$ cat config.mk
export PLATFORM = sky130hd
export DESIGN_NAME = cpu_datapath
export DESIGN_NICKNAME = d
export VERILOG_FILES = /design/src/rtl/cpu_datapath.sv
export SDC_FILE = /design/constraint.sdc
export NUM_CORES = 1
export LEC_CHECK = 0
export ABC_AREA = 1
export BUFFER_PORTS_ARGS = -buffer_cell sky130_fd_sc_hd__buf_2
export CAP_MARGIN = 30
export CORE_MARGIN = 5
export CORE_UTILIZATION = 55
export CTS_CLUSTER_SIZE = 10
export DETAILED_ROUTE_END_ITERATION = 8
export PLACE_DENSITY = 0.83
export RECOVER_POWER = 25
export SLEW_MARGIN = 10
export SYNTH_ARGS = -nofsm -noshare
export SYNTH_HDL_FRONTEND = slang
export SYNTH_SLANG_ARGS = --single-unit
$ cat constraint.sdc
create_clock -name clk -period 5.25 [get_ports clk]
set_input_delay 0.525 -clock clk [delete_from_list [all_inputs] [get_ports clk]]
set_output_delay 0.525 -clock clk [all_outputs]
set_load 0.005 [all_outputs]
$ cat src/rtl/cpu_datapath.sv
// Register/ALU/memory datapath of the 8-bit accumulator CPU.
// Executes the controller's strobes on posedge clk and reports IR and Z/C back.
module cpu_datapath #(
    parameter int DW = 8,
    parameter int AW = 6
) (
    input  logic          clk,
    input  logic          rst,
    input  logic [1:0]    MUX_sel,
    input  logic [1:0]    ALU_op,
    input  logic          AR_load,
    input  logic          PC_load,
    input  logic          PC_inc,
    input  logic          AC_load,
    input  logic          ZC_load,
    input  logic          IR_load,
    input  logic          DR_load,
    input  logic          MEM_write,
    input  logic          prog_we,
    input  logic [AW-1:0] prog_addr,
    input  logic [DW-1:0] prog_data,
    output logic [DW-1:0] Instruction,
    output logic          flag_z,
    output logic          flag_c,
    output logic [DW-1:0] dev_bus,
    output logic [DW-1:0] dev_ac,
    output logic [AW-1:0] dev_pc,
    output logic [AW-1:0] dev_ar
);

    localparam int            DEPTH  = 1 << AW;
    localparam logic [AW-1:0] PC_ONE = AW'(1);

    logic [AW-1:0] ar_r;
    logic [AW-1:0] pc_r;
    logic [DW-1:0] dr_r;
    logic [DW-1:0] ac_r;
    logic [DW-1:0] ir_r;
    logic          z_r;
    logic          c_r;
    logic [DW-1:0] mem_r [DEPTH];

    logic [DW-1:0] bus_s;
    logic [DW:0]   sum_s;
    logic [DW-1:0] alu_res_s;
    logic          alu_c_s;
    logic          alu_z_s;

    // Bus source select; memory is read asynchronously at the current AR.
    always_comb begin
        bus_s = ac_r;
        case (MUX_sel)
            2'b00:   bus_s = ac_r;
            2'b01:   bus_s = dr_r;
            2'b10:   bus_s = {{(DW-AW){1'b0}}, pc_r};
            2'b11:   bus_s = mem_r[ar_r];
            default: bus_s = ac_r;
        endcase
    end

    assign sum_s = {1'b0, ac_r} + {1'b0, dr_r};

    // ALU result and carry; only ADD can produce a carry.
    always_comb begin
        alu_res_s = sum_s[DW-1:0];
        alu_c_s   = 1'b0;
        case (ALU_op)
            2'b00: begin
                alu_res_s = sum_s[DW-1:0];
                alu_c_s   = sum_s[DW];
            end
            2'b01:   alu_res_s = dr_r;
            2'b10:   alu_res_s = ac_r & dr_r;
            2'b11:   alu_res_s = ~ac_r;
            default: alu_res_s = sum_s[DW-1:0];
        endcase
    end

    assign alu_z_s = (alu_res_s == {DW{1'b0}});

    // Register file and RAM; RAM keeps its contents through reset and a
    // program-load write takes the port over from a same-cycle MEM_write.
    always_ff @(posedge clk or negedge rst) begin
        if (!rst) begin
            ar_r <= {AW{1'b0}};
            pc_r <= {AW{1'b0}};
            dr_r <= {DW{1'b0}};
            ac_r <= {DW{1'b0}};
            ir_r <= {DW{1'b0}};
            z_r  <= 1'b0;
            c_r  <= 1'b0;
        end else begin
            if (AR_load) ar_r <= bus_s[AW-1:0];
            if (PC_load) begin
                pc_r <= bus_s[AW-1:0];
            end else if (PC_inc) begin
                pc_r <= pc_r + PC_ONE;
            end
            if (DR_load) dr_r <= bus_s;
            if (IR_load) ir_r <= bus_s;
            if (AC_load) ac_r <= alu_res_s;
            if (ZC_load) begin
                z_r <= alu_z_s;
                c_r <= alu_c_s;
            end
            if (prog_we) begin
                mem_r[prog_addr] <= prog_data;
            end else if (MEM_write) begin
                mem_r[ar_r] <= bus_s;
            end
        end
    end

    assign Instruction = ir_r;
    assign flag_z      = z_r;
    assign flag_c      = c_r;
    assign dev_bus     = bus_s;
    assign dev_ac      = ac_r;
    assign dev_pc      = pc_r;
    assign dev_ar      = ar_r;

endmodule
==> results of run 1 <==
-- registers in the layout, summed over array words and instances (netlist names) --
| name | cells |
|---|---|
| dev_ac | 8 |
| Instruction | 8 |
| dev_pc | 6 |
| dr_r | 8 |
| flag_z | 1 |
| flag_c | 1 |
| dev_ar | 6 |
| mem_r | 512 |
-- routing by layer --
layer  track usage  share of wire
met5             0              0
met4         0.107          0.042
met3        0.0567           0.12
met2         0.392           0.47
met1         0.330           0.37
-- cell usage in the layout (no fill, tap or decap), types with 9 or more instances in the layout --
master	synthesis	final
nand2_1	731	733
edfxtp_1	512	512
nand3_1	452	453
nor2_1	80	80
clkbuf_16	0	61
clkbuf_1	13	46
buf_2	51	45
inv_1	42	42
dfrtp_1	38	36
o21ai_0	16	29
a21oi_1	22	22
buf_4	30	18
or2_2	11	11
o21ai_1	24	11
ha_1	9	9
-- worst reg2reg max path, cell delays in order, from the launching register on --
cell     delay, ps
dfrtp_1        730
inv_6          620
buf_12         340
buf_4          340
nand2_1        100
nand3_1         80
nand3_1        120
nand2_1        130
nand2_1         60
nand3_1        150
nand3_1        100
nand2_1        120
nand2_1         80
nand2_1         90
nand2_2        170
o21ai_4        170
buf_4          540
-- cell type report --
| cell class | count | area, µm² | area share |
|---|---|---|---|
| flip-flops and latches | 550 | 16300 | 0.632 |
| clock inverters | 2 | 17.5 | 0.000678 |
| well taps | 539 | 674 | 0.0261 |
| repair buffers | 108 | 738 | 0.0286 |
| clock buffers | 73 | 1570 | 0.0608 |
| multi-input cells | 1409 | 6320 | 0.245 |
| inverters | 50 | 195 | 0.00755 |
-- through the flow --
| stage | utilization | total power [µW] | setup slack (ps) | hold slack (ps) | cells |
|---|---|---|---|---|---|
| floorplan | - | 6480 | 1440 | 229 | 2127 |
| global placement | 0.576 | 7030 | 1410 | 465 | 2652 |
| detailed placement | 0.579 | 7130 | 1490 | 473 | 2656 |
| CTS | 0.616 | 10700 | 1160 | 141 | 2731 |
| global route | 0.614 | 11100 | 471 | 255 | 2731 |
| finish | 0.614 | 10700 | 676 | 246 | 2731 |
-- worst paths after layout --
| kind | from | depth (start not counted) | to | slack (ps) |
|---|---|---|---|---|
| max | dev_ar[0] | 16 | dev_bus[4] | 680 |
| min | ZC_load | 4 | flag_z | 250 |
| max reg2reg | dev_ar[0] | 16 | mem_r[52][4] | 940 |
| min reg2reg | flag_z | 2 | flag_z | 490 |
| max in group asynchronous | rst | 2 | dev_ar[1] | 2710 |
| min in group asynchronous | rst | 2 | flag_z | 980 |
-- where the power goes --
group	total (µW)	internal, µW	switching (µW)
Sequential	5020	4920	97.9
Combinational	2070	598	1470
Clock	3600	2060	1540
-- logic make-up after synthesis --
kind of cell,synth area share
compound gates,0.0239
xor+xnor,0.00149
fa+ha+maj,0.00563
buf+inv,0.0393
flops,0.694
simple gates,0.236
==> flow_summary.json, run 1 <==
{
  "cp.buffers_inverters": 5,
  "ant_nets": 0,
  "synthCells": 2127,
  "worst_skew_pair.late_latency_ps": 600,
  "cellPowerDensity_nw_per_um2": 413,
  "cap_viol_max_count": 2,
  "gr-total-overflow": 0,
  "period_share": 0.871,
  "drtPass1Iterations": 5,
  "crit_top_cell": "nand2_1",
  "cts_root_buf": "clkbuf_16",
  "area_growth_pct": 9.82,
  "cts.sinks": 550,
  "htreeDepth": 2,
  "cts_buffers": 60,
  "hold_viol_final": 0,
  "dr.first_iter.drc_count": 2573,
  "crit_family": "simple AND/OR/NAND/NOR gates",
  "vias": 16795,
  "synthTopCellsByArea": "edfxtp_1 (65%), nand2_1 (12%), nand3_1 (9.6%)",
  "yosysWarnings": 0,
  "ys_top_cells_by_count": "nand2_1 (731), edfxtp_1 (512), nand3_1 (452)",
  "fin_tns_setup_ps": 0,
  "ys_ff_latch": 550,
  "worstMarginPinSlew_ps": 2210,
  "yosys.area.top_type": "edfxtp_1",
  "crit_type": "register to output port",
  "synth.top_cell.area_share": 0.653,
  "violations": "capacitance limit, slew limit",
  "die_x_um": 217,
  "synth_nets": 2166,
  "arrival_ps": 4050,
  "cts_tree": "built",
  "crit_chain": "inv_6 > buf_12 > buf_4 > nand2_1 > nand3_1 > nand3_1 > nand2_1 > nand2_1 > nand3_1 > nand3_1 > nand2_1 > nand2_1 > nand2_1 > nand2_2 > inv_1 > buf_2",
  "vias_per_cell": 6.15,
  "crit_slowest_cell": "dfrtp_1",
  "cp-end-kind": "output port",
  "grt_antenna_before_repair": 0,
  "dieHeight_um": 217,
  "grt_max_degree": 139,
  "cts_buffer_depth": 3,
  "finClkSkew_ps": 19.7,
  "initial_utilization": 0.559,
  "period_needed_ps": 4570,
  "power_leakage_uw": 0.00957,
  "synth.avg_cell_area_um2": 11.1,
  "pin_count": 67,
  "fillCellCount": 3056,
  "cp_max_fo": 67,
  "crit_required_ps": 4720,
  "synth_top_flop_cell": "edfxtp_1",
  "dp_hpwl_um": 36000,
  "synth_area_um2": 23500,
  "status": "finished, violations left",
  "postCtsResizedCells": 0,
  "place_congestion": 0.939,
  "grt_pass1_wl_um": 91600,
  "slew_violations": 76,
  "fmax_mhz": 219,
  "relSlewSlack": -0.473,
  "track_usage": 0.246,
  "fp.coreArea_um2": 42100,
  "die-area_um2": 47000,
  "drt_wl_total_um": 58900,
  "yosysMostFrequentCell": "nand2_1",
  "rows": 75,
  "hold_class": "input pin to register",
  "path_clk_slew_ps": 60,
  "ys_types": 41,
  "start_kind": "register",
  "setup_viol": 0,
  "num_antenna_cells": 0,
  "wl_per_cell_um": 21.6,
  "portBuffers": 66,
  "synth_edf_count": 512,
  "placed_area_um2": 24400,
  "hold_buffers": 0,
  "drive_gt1_frac": 0.0776,
  "critPathMaxStageDelay_ps": 970,
  "ys_seq_area_frac": 0.694,
  "postCtsSetupBuffers": 0,
  "async_flop_share": 0.0691,
  "fin_area_um2": 25900,
  "rsz0062_at_grt": "false",
  "ir_drop_uv": 308,
  "grt_pass1_vias": 16278,
  "drcViolationCount": 0,
  "finalNetCount": 2218
}
Note: power is estimated with default switching activity, not from simulation.
==> run 2: changes to the inputs <==
ABC_AREA = default   (was 1)
==> flow_summary.json, run 2 <==
{
  "grt_antenna_before_repair": 0,
  "cts_buffer_depth": 3,
  "synth.avg_cell_area_um2": 18.3,
  "cts_root_buf": "clkbuf_16",
  "p_comb_frac": 0.220,
  "area_growth_pct": 11.8,
  "path_clk_slew_ps": 60,
  "drcViolationCount": 0,
  "dp_hpwl_um": 36200,
  "htreeDepth": 2,
  "die_x_um": 212,
  "synth.top_cell.area_share": 0.682,
  "p_switching_uw": 3360,
  "place_congestion": 0.898,
  "seq_area_um2": 16300,
  "synthCells": 1235,
  "vias_per_cell": 6.84,
  "synth_nets": 1274,
  "seqPwrFrac": 0.455,
  "ys_seq_area_frac": 0.724,
  "vias": 12927,
  "grt_max_degree": 65,
  "postCtsSetupBuffers": 0,
  "final_common_cell": "edfxtp_1",
  "drive_gt1_frac": 0.216,
  "ys_types": 66,
  "status": "finished, violations left",
  "hold_buffers": 0,
  "crit_type": "register to output port",
  "finClkSkew_ps": 17.8,
  "relSlewSlack": -0.567,
  "synth_top_flop_cell": "edfxtp_1",
  "top_register": "mem_r",
  "switching_share": 0.290,
  "cp-end-kind": "output port",
  "async_flop_share": 0.0691,
  "fmax_mhz": 199,
  "arrival_ps": 4490,
  "cap_viol_max_count": 2,
  "portBuffers": 66,
  "yosysMostFrequentCell": "edfxtp_1",
  "power_leakage_uw": 0.00827,
  "final_cell_mix": "edfxtp_1 (512), mux4_2 (122), nor2_1 (115)",
  "pin_count": 67,
  "ant_nets": 0,
  "yosys.area.top_type": "edfxtp_1",
  "cp_max_fo": 18,
  "cts_buffers": 61,
  "die-area_um2": 45100,
  "wl_per_cell_um": 30.5,
  "hold_class": "input pin to register",
  "worstMarginPinSlew_ps": 2350,
  "fp.coreArea_um2": 40700,
  "cellPowerDensity_nw_per_um2": 460,
  "rows": 74,
  "slew_violations": 41,
  "period_share": 0.956,
  "initial_utilization": 0.553,
  "grt_pass1_vias": 12948,
  "p_int_uw": 8230,
  "synthTopCellsByArea": "edfxtp_1 (68%), mux4_2 (12%), dfrtp_1 (4.2%)",
  "rsz0062_at_grt": "false",
  "worst_skew_pair.late_latency_ps": 610,
  "cts.sinks": 550,
  "synth_edf_count": 512,
  "hold_viol_final": 0,
  "dieHeight_um": 212,
  "gr-total-overflow": 0,
  "yosysWarnings": 0,
  "ys_ff_latch": 550,
  "power.share.clock": 0.325,
  "ys_top_cells_by_count": "edfxtp_1 (512), mux4_2 (122), nor2_1 (116)",
  "fin_area_um2": 25200,
  "track_usage": 0.257,
  "cts_tree": "built",
  "period_needed_ps": 5020,
  "synth_area_um2": 22500,
  "violations": "capacitance limit, slew limit",
  "num_antenna_cells": 0,
  "largest_reg_flops": 512,
  "placed_area_um2": 23600,
  "postCtsResizedCells": 0,
  "fin_tns_setup_ps": 0,
  "multi_input_area_um2": 5830,
  "drt_wl_total_um": 57700,
  "grt_pass1_wl_um": 85000,
  "crit_required_ps": 4720,
  "fillCellCount": 2686,
  "dr.first_iter.drc_count": 2422,
  "start_kind": "register",
  "ir_drop_uv": 296,
  "finalNetCount": 1371,
  "setup_viol": 0,
  "drtPass1Iterations": 6
}
[run 2: final timing paths]
| check | start | endpoint | slack [ps] | cells past startpoint |
|---|---|---|---|---|
| worst max-delay path | dev_ar[5] | dev_bus[3] | 230 | 7 |
| worst min-delay path | ZC_load | flag_c | 180 | 2 |
| worst max register to register | dev_ar[5] | mem_r[27][3] | 470 | 7 |
| worst min register to register | flag_z | flag_z | 500 | 2 |
| max in group asynchronous | rst | dev_ar[0] | 2630 | 2 |
| min in group asynchronous | rst | dev_ac[2] | 960 | 2 |
[run 2: logic make-up after synthesis]
kind of cell,count (synthesis),synth area share
multiplexers,164,0.151
buffers and inverters,87,0.0205
flip-flops,550,0.724
AO/OA/AOI/OAI,150,0.0442
adder cells (fa/ha/maj),10,0.00588
AND/OR/NAND/NOR,267,0.0518
XOR/XNOR,7,0.00272
[run 2: worst max-delay path: stages (launching register included)]
cell	delay, ps
dfrtp_1	570
clkbuf_1	840
nor2b_1	890
nand3_1	300
a31o_1	340
a21oi_1	720
inv_1	80
buf_2	160
[run 2: metal layers]
layer | GRT usage | share of wire
met1 | 0.344 | 0.35
met3 | 0.0689 | 0.13
met4 | 0.119 | 0.054
met2 | 0.402 | 0.47
met5 | 0 | 0
[run 2: metrics by stage]
| step | std cells | hold WS (ps) | setup slack [ps] | util | total power [µW] |
|---|---|---|---|---|---|
| floorplan | 1235 | 229 | 1020 | - | 6940 |
| global placement | 1795 | 480 | 1160 | 0.577 | 7770 |
| detailed placement | 1799 | 480 | 1090 | 0.579 | 7830 |
| CTS | 1889 | 102 | 681 | 0.620 | 11600 |
| global route | 1891 | 206 | 344 | 0.619 | 11900 |
| finish | 1891 | 181 | 231 | 0.619 | 11600 |
[run 2: power by group through the flow]
stage          logic, µW  clock network, µW  registers, µW
5_1_grt             2680               3970           5280
3_5_place_dp        2480                  0           5350
2_1_floorplan       1770                  0           5170
4_1_cts             2520               3790           5270
6_report            2550               3770           5280
3_3_place_gp        2420                  0           5340
[run 2: layout make-up]
class | count | area share
sequential | 550 | 0.648
multi-input combinational | 598 | 0.232
clock buffer | 88 | 0.0667
tap | 532 | 0.0264
timing repair buffer | 100 | 0.0234
inverter | 21 | 0.00313
clock inverter | 2 | 0.000695
